[src/rtl/seq_input_checker_key_sync_edge.sv]
// key_sync_edge: two-flop synchronizer for active-low keys, then decode of
// the pressed set into "exactly one" / "none" and the index of the set bit.
// Ports: clock, resetn (async low), i_keys (raw active-low),
//        o_single, o_none, o_idx (valid when o_single).
module key_sync_edge #(
  parameter int NUM_KEYS = 4,
  parameter int IDX_W    = $clog2(NUM_KEYS)
) (
  input  logic                clock,
  input  logic                resetn,
  input  logic [NUM_KEYS-1:0] i_keys,
  output logic                o_single,
  output logic                o_none,
  output logic [IDX_W-1:0]    o_idx
);
  logic [NUM_KEYS-1:0] r_sync1, r_sync2;
  logic [NUM_KEYS-1:0] w_ks, w_ks_m1;

  // Idle level of active-low keys is all ones.
  always_ff @(posedge clock or negedge resetn) begin
    if (!resetn) begin
      r_sync1 <= '1;
      r_sync2 <= '1;
    end else begin
      r_sync1 <= i_keys;
      r_sync2 <= r_sync1;
    end
  end

  assign w_ks     = ~r_sync2;
  assign w_ks_m1  = w_ks - NUM_KEYS'(1);
  assign o_none   = (w_ks == '0);
  // Power-of-two test: clearing the lowest set bit leaves nothing.
  assign o_single = !o_none && ((w_ks & w_ks_m1) == '0);

  always_comb begin
    o_idx = '0;
    for (int i = 0; i < NUM_KEYS; i++)
      if (w_ks[i]) o_idx = IDX_W'(i);
  end
endmodule

[config.mk]
export PLATFORM = sky130hd
export DESIGN_NAME = key_sync_edge
export DESIGN_NICKNAME = d
export VERILOG_FILES = /design/src/rtl/seq_input_checker_key_sync_edge.sv
export SDC_FILE = /design/constraint.sdc
export NUM_CORES = 1
export LEC_CHECK = 0
export ABC_CLOCK_PERIOD_IN_PS = 1000
export CAP_MARGIN = 10
export CORE_AREA = 4 4 41 43
export CTS_CLUSTER_SIZE = 8
export DETAILED_ROUTE_END_ITERATION = 10
export DIE_AREA = 0 0 45 47
export GPL_TIMING_DRIVEN = 0
export PLACE_DENSITY = 0.45
export SLEW_MARGIN = 30
export SYNTH_ARGS = -nofsm -noshare
export SYNTH_HDL_FRONTEND = slang
export SYNTH_SLANG_ARGS = --single-unit
[constraint.sdc]
create_clock -name clock -period 1 [get_ports clock]
set_input_delay 0.2 -clock clock [delete_from_list [all_inputs] [get_ports clock]]
set_output_delay 0.2 -clock clock [all_outputs]
set_load 0.005 [all_outputs]
==> run metrics, run 1 <==
share of cells above drive strength 1=0.548; Clock transition at path regs=0.05 ns; sequential share of power=0.555; Iter 0 DRT Violations=0; hold_buf cts=0; Synth Area in XOR/XNOR=0.0332; diodes inserted=0; Filler cells=136; Die ar.=2120 um2; fin crit share=1.43; Routed Antenna Nets=0; RSZ-0062 raised after global routing=true; crit path DAT=1.23 ns; largest net degree at the start of global routing=9; post-synthesis cell area=264 um2; Avg Inst Size Synth=roughly 16 um2; routed via count=180; area grow syn2layout=50.7%; Site Rows=13; PwrDens=1640 nW/um2; Wirelength per Cell=8.63 um; global-route usage over all layers=0.0502; Clock Sinks=8; Synth Register Bits=8; DRC Markers=0; Synth top area share=0.796; clk_lat worst skew=0.24 ns; main combinational cell family by area after synthesis=simple AND/OR/NAND/NOR gates; Die W=45 um; Seq/Total Area, Yosys=0.796; cell-by-cell trace of the critical path=buf_6 -> xnor2_1 -> o211ai_1 -> buf_2; P_sw=0.000124 W; Die Ht=between 40 and 50 um; outcome=complete, but fails checks; Slew Limit Fails=0; Crit path required time=0.80 ns; # port buffers=9; HP Class=flip-flop to flip-flop; switch share=0.189; startpoint types=flip-flop; Via density=3.91; placed cell area=373 um2; pre-CTS WS=-0.517 ns; Comb power frac=0.093; Clock Skew=0.000180 ns; Setup crit end kind=primary output; CTS tree=yes; # IOs=10; Synth Area in Simple Gates=0.109; clock share of power=0.352; Routability Congestion=slightly below 0.6; Final HPWL DP=about 280 um; H-tree levels=1; Final min period=1.43 ns; slowest cell on the critical path=dfstp_2; leakage power=0.166 nW; GRT overflow=0; total CTS buffers=3; detailed-router iteration count before antenna repair=1; failing checks=negative setup slack; Core ar.=1300 um2; final hold violation count=0; syn_nets=23; nets@finish=39; fmax=697 MHz; most frequent cells in the layout=dfstp_2 (8), clkdlybuf4s50_1 (5), clkbuf_4 (3), buf_2 (3); Max stage delay on crit path=0.54 ns; crit-path max FO=4; worst slew pin tran=approximately 0.32 ns; post-layout util=0.306; post-synth cell types=8; Fin Hold WS=0.354 ns; global-route wire length before repair=676 um; Setup Viol. Count Final=4; Syn. warnings=0; mux contribution to synthesized area=0; clk buf depth=2; total wire length=397 um; Finished Cell Area=between 300 and 400 um2; Final WS setup=-0.434 ns; vias in the first global route=182; CP Class=flip-flop to primary output; Starting Density=0.203; top cells by area, synth=dfstp_2 (80%), nand4b_1 (6.6%), xnor2_1 (3.3%); initial antenna violation count=0; post-synthesis compound-gate area fraction=0.0474; max_slew headroom=0.788; Root Driver=clkbuf_4; Syn Inst Count=17; max-cap violations=0; Max VDD drop=0.465 mV; Pint=approximately 0.00053 W; most common cell after layout, fill and taps aside=dfstp_2; dominant cell type by area after synthesis=dfstp_2; post-synthesis adder-cell area fraction=0
## routing by layer
layer	GRT usage	vias up	share of wire
li1	-	85	-
met1	0.0350	86	0.30
met2	0.0819	9	0.54
met3	0.0268	0	0.16
met4	0.0702	0	0
met5	0	-	0
## per-stage QoR
stage                     power, W  TNS (ns)  std cells
after floorplan           0.000381         0         17
after global placement    0.000425     -1.60         41
after detailed placement  0.000427     -1.68         41
after CTS                 0.000671     -1.33         46
after global routing      0.000692     -1.47         46
final                     0.000652     -1.19         46
## cells in the mapped netlist
master    count
nand2_1       2
xnor2_1       1
nor2_1        1
o21ai_0       1
nand4b_1      2
inv_1         1
dfstp_2       8
o211ai_1      1
## path summary, 6_finish.rpt
path,start,endpoint,slack (ns),cells after the start
worst max-delay path,r_sync2[2],o_single,-0.43,4
worst min-delay path,r_sync1[2],r_sync2[2],0.35,0
worst max register to register,r_sync1[0],r_sync2[0],0.44,0
worst min register to register,r_sync1[2],r_sync2[2],0.35,0
max in group asynchronous,resetn,r_sync2[2],0.50,1
min in group asynchronous,resetn,r_sync1[3],0.48,1
## layout make-up
| cell class | count | area (um2) | area share |
|---|---|---|---|
| sequential | 8 | 210 | 0.528 |
| timing repair buffer | 11 | 92.6 | 0.233 |
| multi-input combinational | 8 | 50.0 | 0.126 |
| clock buffer | 3 | 22.5 | 0.0566 |
| tap | 15 | 18.8 | 0.0472 |
| inverter | 1 | 3.75 | 0.00943 |
## logic make-up (layout without fill, tap and decap cells)
| logic type | count (synthesis) | count (layout) |
|---|---|---|
| flip-flops | 8 | 8 |
| AND/OR/NAND/NOR | 5 | 5 |
| XOR/XNOR | 1 | 1 |
| AO/OA/AOI/OAI | 2 | 2 |
| buffers and inverters | 1 | 15 |
## power by group through the flow
| stage | sequential [W] | combinational (W) | clock [W] |
|---|---|---|---|
| 2_1_floorplan | 0.000367 | 0.0000143 | 0 |
| 3_3_place_gp | 0.000368 | 0.0000567 | 0 |
| 3_5_place_dp | 0.000369 | 0.0000582 | 0 |
| 4_1_cts | 0.000362 | 0.0000627 | 0.000246 |
| 5_1_grt | 0.000364 | 0.0000662 | 0.000262 |
| 6_report | 0.000362 | 0.0000605 | 0.000230 |
## registers in the layout, indices dropped and copies added, names as in the netlist
register  cells
r_sync1       4
r_sync2       4
## worst max-delay path, delay by kind of cell (launching register included)
kind	cells	cell delay, ns
xor gates and xnor gates	1	0.06
buffers and inverters	2	0.24
DFF	1	0.54
AOI/OAI and AO/OA	1	0.15
## what timing repair did
action,in CTS,in global routing
buffers inserted,2,0
endpoints found under the setup margin,4,4
resized for setup,17,1
Power figures use the tool's default switching activity.
==> run 2, diff against run 1 <==
SLEW_MARGIN = unset   (was 30)
==> results of run 2 <==
No change in the layout: final DEF, timing and power equal those of run 1.
